$ cat config.mk
export PLATFORM = sky130hd
export DESIGN_NAME = bloom_sram_arbiter
export DESIGN_NICKNAME = d
export VERILOG_FILES = /design/src/rtl/bloom_sram_pkg.sv /design/src/rtl/bloom_sram_cmd_fifo.sv /design/src/rtl/bloom_sram_arbiter.sv
export SDC_FILE = /design/constraint.sdc
export NUM_CORES = 2
export LEC_CHECK = 0
export ABC_CLOCK_PERIOD_IN_PS = 5150
export CELL_PAD_IN_SITES_DETAIL_PLACEMENT = 2
export CELL_PAD_IN_SITES_GLOBAL_PLACEMENT = 2
export CORE_MARGIN = 3
export CORE_UTILIZATION = 39
export DETAILED_ROUTE_END_ITERATION = 6
export PLACE_DENSITY_LB_ADDON = 0.1
export SETUP_SLACK_MARGIN = 0.02
export SLEW_MARGIN = 10
export SYNTH_ARGS = -nofsm -noshare
export SYNTH_HDL_FRONTEND = slang
export SYNTH_SLANG_ARGS = --single-unit
$ cat constraint.sdc
create_clock -name clk -period 5.15 [get_ports clk]
set_clock_uncertainty 0.1 [all_clocks]
set_input_delay 1.03 -clock clk [delete_from_list [all_inputs] [get_ports clk]]
set_output_delay 1.03 -clock clk [all_outputs]
set_load 0.05 [all_outputs]
$ cat src/rtl/bloom_sram_pkg.sv
// Shared command types and default widths for the Bloom filter SRAM arbiter.
package bloom_sram_pkg;

    localparam int unsigned DATA_WIDTH             = 64;
    localparam int unsigned SRAM_ADDR_WIDTH        = 19;
    localparam int unsigned CMD_DEPTH_BITS_DEF     = 3;
    localparam int unsigned RD_LATENCY_DEF         = 3;
    localparam int unsigned NEARLY_FULL_MARGIN_DEF = 2;
    localparam int unsigned CMD_W                  = 1 + SRAM_ADDR_WIDTH + DATA_WIDTH;

    localparam logic CMD_RD = 1'b0;
    localparam logic CMD_WR = 1'b1;

    typedef struct packed {
        logic                       we;
        logic [SRAM_ADDR_WIDTH-1:0] addr;
        logic [DATA_WIDTH-1:0]      data;
    } sram_cmd_t;

    typedef enum logic {
        SLOT_EMPTY = 1'b0,
        SLOT_FULL  = 1'b1
    } slot_state_t;

endpackage

$ cat src/rtl/bloom_sram_cmd_fifo.sv
// Dual-push, single-pop circular command buffer with occupancy, free-slot and
// registered nearly-full outputs. Push enables must already respect free_c.
module bloom_sram_cmd_fifo
    import bloom_sram_pkg::*;
#(
    parameter int unsigned DEPTH_BITS = CMD_DEPTH_BITS_DEF,
    parameter int unsigned NF_MARGIN  = NEARLY_FULL_MARGIN_DEF
) (
    input  logic                clk,
    input  logic                reset,
    input  logic                push0_en,
    input  logic [CMD_W-1:0]    push0_cmd,
    input  logic                push1_en,
    input  logic [CMD_W-1:0]    push1_cmd,
    input  logic                pop_en,
    output logic [CMD_W-1:0]    head_c,
    output logic [DEPTH_BITS:0] occ,
    output logic [DEPTH_BITS:0] free_c,
    output logic                nearly_full
);

    localparam int unsigned DEPTH = 2 ** DEPTH_BITS;
    localparam int unsigned OCC_W = DEPTH_BITS + 1;
    localparam logic [OCC_W-1:0] DEPTH_W = OCC_W'(DEPTH);

    sram_cmd_t               mem [DEPTH];
    logic [DEPTH_BITS-1:0]   wr_ptr;
    logic [DEPTH_BITS-1:0]   rd_ptr;
    logic [OCC_W-1:0]        occ_nxt_c;
    logic                    pop_c;

    assign pop_c     = pop_en && (occ != '0);
    assign head_c    = mem[rd_ptr];
    assign free_c    = DEPTH_W - occ;
    assign occ_nxt_c = occ + OCC_W'(push0_en) + OCC_W'(push1_en) - OCC_W'(pop_c);

    // The second push lands behind the first when both occur in one cycle.
    always_ff @(posedge clk) begin
        if (!reset) begin
            wr_ptr      <= '0;
            rd_ptr      <= '0;
            occ         <= '0;
            nearly_full <= 1'b0;
        end else begin
            if (push0_en) mem[wr_ptr] <= push0_cmd;
            if (push1_en) mem[wr_ptr + DEPTH_BITS'(push0_en)] <= push1_cmd;
            wr_ptr      <= wr_ptr + DEPTH_BITS'(push0_en) + DEPTH_BITS'(push1_en);
            if (pop_c) rd_ptr <= rd_ptr + DEPTH_BITS'(1);
            occ         <= occ_nxt_c;
            nearly_full <= (DEPTH_W - occ_nxt_c) <= OCC_W'(NF_MARGIN);
        end
    end

endmodule

$ cat src/rtl/bloom_sram_arbiter.sv
// In-order SRAM command scheduler merging Bloom read/write pulses onto one port.
// Optional BLOOM_SRAM_STATS_EN adds saturating rd/wr/drop counters.
module bloom_sram_arbiter
    import bloom_sram_pkg::*;
#(
    parameter int unsigned CMD_DEPTH_BITS     = CMD_DEPTH_BITS_DEF,
    parameter int unsigned RD_LATENCY         = RD_LATENCY_DEF,
    parameter int unsigned NEARLY_FULL_MARGIN = NEARLY_FULL_MARGIN_DEF
) (
    input  logic                       clk,
    input  logic                       reset,
    input  logic                       rd_0_req,
    input  logic [SRAM_ADDR_WIDTH-1:0] rd_0_addr,
    output logic                       rd_0_ack,
    output logic [DATA_WIDTH-1:0]      rd_0_data,
    output logic                       rd_0_vld,
    input  logic                       wr_0_req,
    input  logic [SRAM_ADDR_WIDTH-1:0] wr_0_addr,
    input  logic [DATA_WIDTH-1:0]      wr_0_data,
    output logic                       wr_0_ack,
    output logic                       cmd_nearly_full,
    output logic                       overflow,
    output logic                       sram_req,
    output logic                       sram_we,
    output logic [SRAM_ADDR_WIDTH-1:0] sram_addr,
    output logic [DATA_WIDTH-1:0]      sram_wr_data,
    input  logic                       sram_rdy,
    input  logic [DATA_WIDTH-1:0]      sram_rd_data
`ifdef BLOOM_SRAM_STATS_EN
    ,
    output logic [31:0]                rd_count,
    output logic [31:0]                wr_count,
    output logic [31:0]                drop_count
`endif
);

    localparam int unsigned OCC_W = CMD_DEPTH_BITS + 1;

    logic [OCC_W-1:0]  occ;
    logic [OCC_W-1:0]  free_c;
    logic [CMD_W-1:0]  head_c;
    sram_cmd_t         slot_cmd;
    slot_state_t       slot_state;
    slot_state_t       slot_state_nxt;
    logic              slot_load_c;
    logic              fifo_has_c;
    logic              wr_acc_c;
    logic              rd_acc_c;
    logic              xfer_c;
    logic [1:0]        drops_c;
    logic [RD_LATENCY:0] rd_pipe;

    // Write claims a free slot before the same-cycle read.
    assign wr_acc_c   = wr_0_req && (free_c != '0);
    assign rd_acc_c   = rd_0_req && (free_c > OCC_W'(wr_acc_c));
    assign drops_c    = 2'(wr_0_req && !wr_acc_c) + 2'(rd_0_req && !rd_acc_c);
    assign fifo_has_c = (occ != '0);
    assign xfer_c     = (slot_state == SLOT_FULL) && sram_rdy;

    bloom_sram_cmd_fifo #(
        .DEPTH_BITS (CMD_DEPTH_BITS),
        .NF_MARGIN  (NEARLY_FULL_MARGIN)
    ) u_cmd_fifo (
        .clk         (clk),
        .reset       (reset),
        .push0_en    (wr_acc_c),
        .push0_cmd   ({CMD_WR, wr_0_addr, wr_0_data}),
        .push1_en    (rd_acc_c),
        .push1_cmd   ({CMD_RD, rd_0_addr, DATA_WIDTH'(0)}),
        .pop_en      (slot_load_c),
        .head_c      (head_c),
        .occ         (occ),
        .free_c      (free_c),
        .nearly_full (cmd_nearly_full)
    );

    // Output slot state register.
    always_ff @(posedge clk) begin
        if (!reset) slot_state <= SLOT_EMPTY;
        else        slot_state <= slot_state_nxt;
    end

    always_comb begin
        slot_state_nxt = slot_state;
        case (slot_state)
            SLOT_EMPTY: if (fifo_has_c)            slot_state_nxt = SLOT_FULL;
            SLOT_FULL:  if (xfer_c && !fifo_has_c) slot_state_nxt = SLOT_EMPTY;
            default:                               slot_state_nxt = SLOT_EMPTY;
        endcase
    end

    // Refill from the queue head when empty or when the current command leaves.
    always_comb begin
        slot_load_c = 1'b0;
        case (slot_state)
            SLOT_EMPTY: slot_load_c = fifo_has_c;
            SLOT_FULL:  slot_load_c = xfer_c && fifo_has_c;
            default:    slot_load_c = 1'b0;
        endcase
    end

    always_ff @(posedge clk) begin
        if (!reset)           slot_cmd <= '0;
        else if (slot_load_c) slot_cmd <= sram_cmd_t'(head_c);
    end

    assign sram_req     = (slot_state == SLOT_FULL);
    assign sram_we      = slot_cmd.we;
    assign sram_addr    = slot_cmd.addr;
    assign sram_wr_data = slot_cmd.data;

    // Bit k of rd_pipe is set k+1 cycles after a read transfer.
    always_ff @(posedge clk) begin
        if (!reset) begin
            rd_0_ack  <= 1'b0;
            wr_0_ack  <= 1'b0;
            rd_pipe   <= '0;
            rd_0_data <= '0;
            overflow  <= 1'b0;
        end else begin
            rd_0_ack <= xfer_c && (slot_cmd.we == CMD_RD);
            wr_0_ack <= xfer_c && (slot_cmd.we == CMD_WR);
            rd_pipe  <= {rd_pipe[RD_LATENCY-1:0], xfer_c && (slot_cmd.we == CMD_RD)};
            if (rd_pipe[RD_LATENCY-1]) rd_0_data <= sram_rd_data;
            if (drops_c != 2'd0)       overflow  <= 1'b1;
        end
    end

    assign rd_0_vld = rd_pipe[RD_LATENCY];

`ifdef BLOOM_SRAM_STATS_EN
    logic [32:0] drop_sum_c;

    assign drop_sum_c = {1'b0, drop_count} + 33'(drops_c);

    always_ff @(posedge clk) begin
        if (!reset) begin
            rd_count   <= '0;
            wr_count   <= '0;
            drop_count <= '0;
        end else begin
            if (xfer_c && (slot_cmd.we == CMD_RD) && (rd_count != '1)) rd_count <= rd_count + 32'd1;
            if (xfer_c && (slot_cmd.we == CMD_WR) && (wr_count != '1)) wr_count <= wr_count + 32'd1;
            drop_count <= drop_sum_c[32] ? '1 : drop_sum_c[31:0];
        end
    end
`endif

endmodule
==> flow_summary.ini <==
[worst_setup_path]
r2r-end = u_cmd_fifo.nearly_full
ff2ff_path_depth = 20
r2r_slack_ps = 530
path_class = reg -> reg
r2r-start = u_cmd_fifo.occ[1]
critPathArrivalTime_ps = 5060
crit_path_end_kind = flop
cp_max_fo = 5
required_ps = 5590
startpoint_type = flop

[hold_path]
hold_class = reg -> reg
min_delay_path_depth = 1
min_from = rd_pipe[1]
holdPathEnd = rd_pipe[2]

[place]
placed_cells = 4533
dpl_worst_slack_ps = 372
hpwl_um = 72300
port_buffers = 324
routabilityCongestion = 0.773

[global_routing]
grt_util_all_layers_pct = 25.1
grt-ovfl-total = 0
grt_antenna_before_repair = 15
grt_max_degree = 104
grt_pass1_wl_um = 188000
grt_pass1_vias = 29800

[logic_synthesis]
synth_seq_cells = 838
synth_compound_area_share_pct = 6.01
yosysMostFrequentCell = dfxtp_1
ys_types = 44
synth_cells = 3242
synth_xor_area_share_pct = 0.332
synth-simple-area-share_pct = 9.12
seq_area_frac_synth_pct = 50.6
syn_area_per_cell_sq_um = 11.2
ys_top_cells_by_count = dfxtp_1 (686), mux2i_1 (661), nor2_1 (606), nand2_1 (206)
ys_top_cells_by_area = dfxtp_1 (38%), mux2i_1 (18%), edfxtp_1 (13%), mux4_2 (10%), nor2_1 (6.3%)
synth_area_sq_um = 36200
synth_adder_area_share_pct = 0.630
synth-edff-count = 152
synthesis.nets = 3430
synth_top_family_by_area = multiplexers
synthMuxAreaShare_pct = 28.8
ys.flop_type = dfxtp_1
yosysWarnings = 0
yosys.area.top_type_share_pct = 38.0
synth_async_sr_flop_share_pct = 0
synth_top_area_cell = dfxtp_1

[power]
pwr-share-comb_pct = 35.0
switching_share_pct = 36.6
p_sw_uw = 9510
power_uw = 26000
p_clk_share_pct = 27.4
p_int_uw = 16500
leakage_uw = 0.0154
p_seq_share_pct = 37.7
max-vdd-ir-drop_mv = 0.339
p_per_area_nw_per_um2 = 597

[route]
vias_per_cell = 5.54
wl_per_cell_um = 26.1
dr.pass1.iters = 5
drt_first_iter_violations = 1365
drt_wl_total_um = 123000
detail-route-antenna-nets = 0
vias = 26100
drc = 0

[timing]
rsz0062_at_grt = false
worst_slew_pin_slew_ps = 1120
slew_viol_final = 0
tns_ps = 0
max_freq_mhz = 216
finalHoldViolations = 0
fin_crit_sh_pct = 89.7
setup_viol = 0
period_minus_slack_ps = 4620
worst_slack_ps = 528
slew_headroom_pct = 25.4

[final_layout]
fin_cells = 4721
final_nets = 3576
final_util_pct = 47.5
drive_gt1_share_pct = 12.1
fillers = 9126
syn_to_final_growth_pct = 20.5

[cts]
cts_resized = 0
numCtsBuffers = 96
clockBufferDepth = 3
cts_sinks = 838
clock_latency_ps = 660
tritoncts = done
cts_hold_buf = 0
cts-root-buf = clkbuf_16
cts_max_level = 3
clkTransAtPathRegs_ps = 60
cts_setup_buffers = 0

[die]
die_area_sq_um = 96400
rows = 111
initial_core_util_pct = 39.4
die_x_um = 311
core_area_sq_um = 91800
die_y_um = 311
ios = 325

[job]
drv_cap = 0

[outcome]
outcome = complete, no violations
-- cells in the final DEF, fill, tap and decap left out, drive strengths merged, types with 15 or more instances in the layout --
cell type | netlist | routed
a21oi | 86 | 86
buf | 163 | 66
clkbuf | 178 | 146
clkdlybuf4s50 | 0 | 323
clkinv | 0 | 18
dfxtp | 686 | 686
edfxtp | 152 | 152
ha | 15 | 15
inv | 13 | 16
mux2i | 661 | 661
mux4 | 168 | 168
nand2 | 206 | 206
nor2 | 606 | 606
o21ai | 84 | 84
o31ai | 152 | 152
-- worst max-delay path, cell delays in order, from the launching register on --
cell	delay [ps]
dfxtp_1	320
inv_1	200
ha_1	190
nor2b_2	220
xnor2_2	150
nand3_1	210
and2_1	260
ha_1	290
nor2_1	60
nor2_1	570
nand3_1	150
and2_1	210
inv_1	70
fa_1	200
inv_1	60
fa_1	500
nor2b_1	180
xnor2_1	150
xnor2_1	140
nor2_1	70
o221a_2	220
-- logic make-up after synthesis --
logic type / after synthesis
adders and majority gates: 17
muxes: 829
AOI/OAI and AO/OA: 340
and+or+nand+nor: 852
xor gates and xnor gates: 12
DFF: 838
buffers and inverters: 354
-- metrics by stage --
step / hold WS [ps] / cell area, sq um
floorplan: 312 / 36200
global placement: 323 / 40200
detailed placement: 335 / 40200
CTS: 359 / 43600
global route: 397 / 43600
finish: 357 / 43600
-- sequential cells by signal, indices dropped and copies added (netlist names) --
signal and count:
u_cmd_fifo.occ 4, sram_we 1, u_cmd_fifo.mem 672, sram_req 1
sram_wr_data 64, sram_addr 19, u_cmd_fifo.wr_ptr 3, wr_0_ack 1
rd_pipe 4, u_cmd_fifo.nearly_full 1, rd_0_data 64, u_cmd_fifo.rd_ptr 3
overflow 1
-- worst max-delay path by stage --
stage / start / endpoint / slack (ps) / cells past startpoint
floorplan: sram_rdy / u_cmd_fifo.nearly_full / 930 / 13
global placement: wr_0_req / u_cmd_fifo.nearly_full / 470 / 16
detailed placement: wr_0_req / u_cmd_fifo.nearly_full / 370 / 16
CTS: u_cmd_fifo.occ[1] / u_cmd_fifo.nearly_full / 510 / 20
global route: u_cmd_fifo.occ[1] / u_cmd_fifo.nearly_full / 160 / 19
finish: u_cmd_fifo.occ[1] / u_cmd_fifo.nearly_full / 530 / 20
-- layer usage --
layer	vias to the layer above	global-route usage, %	wire, um
li1	11700	-	-
met1	13700	31.2	53100
met2	575	44.9	62200
met3	162	3.89	4960
met4	4	7.46	2790
met5	-	0	30
-- power by group through the flow --
stage	combinational (uW)	clock [uW]	sequential [uW]
6_report	9100	7130	9800
5_1_grt	9810	7610	10000
4_1_cts	9210	7310	9800
3_5_place_dp	9120	0	9890
3_3_place_gp	8740	0	9720
2_1_floorplan	5190	0	10500
-- area by class of cell --
type | instances | area (sq um) | share of cell area [%]
multi-input cells | 2050 | 16400 | 37.6
well taps | 1243 | 1560 | 3.57
clock buffers | 146 | 2940 | 6.75
clock inverters | 31 | 378 | 0.867
repair buffers | 389 | 3920 | 8.98
inverters | 13 | 48.8 | 0.112
diodes | 11 | 27.5 | 0.0631
flip-flops and latches | 838 | 18300 | 42.0
No activity file was read; power rests on OpenSTA's default activity.
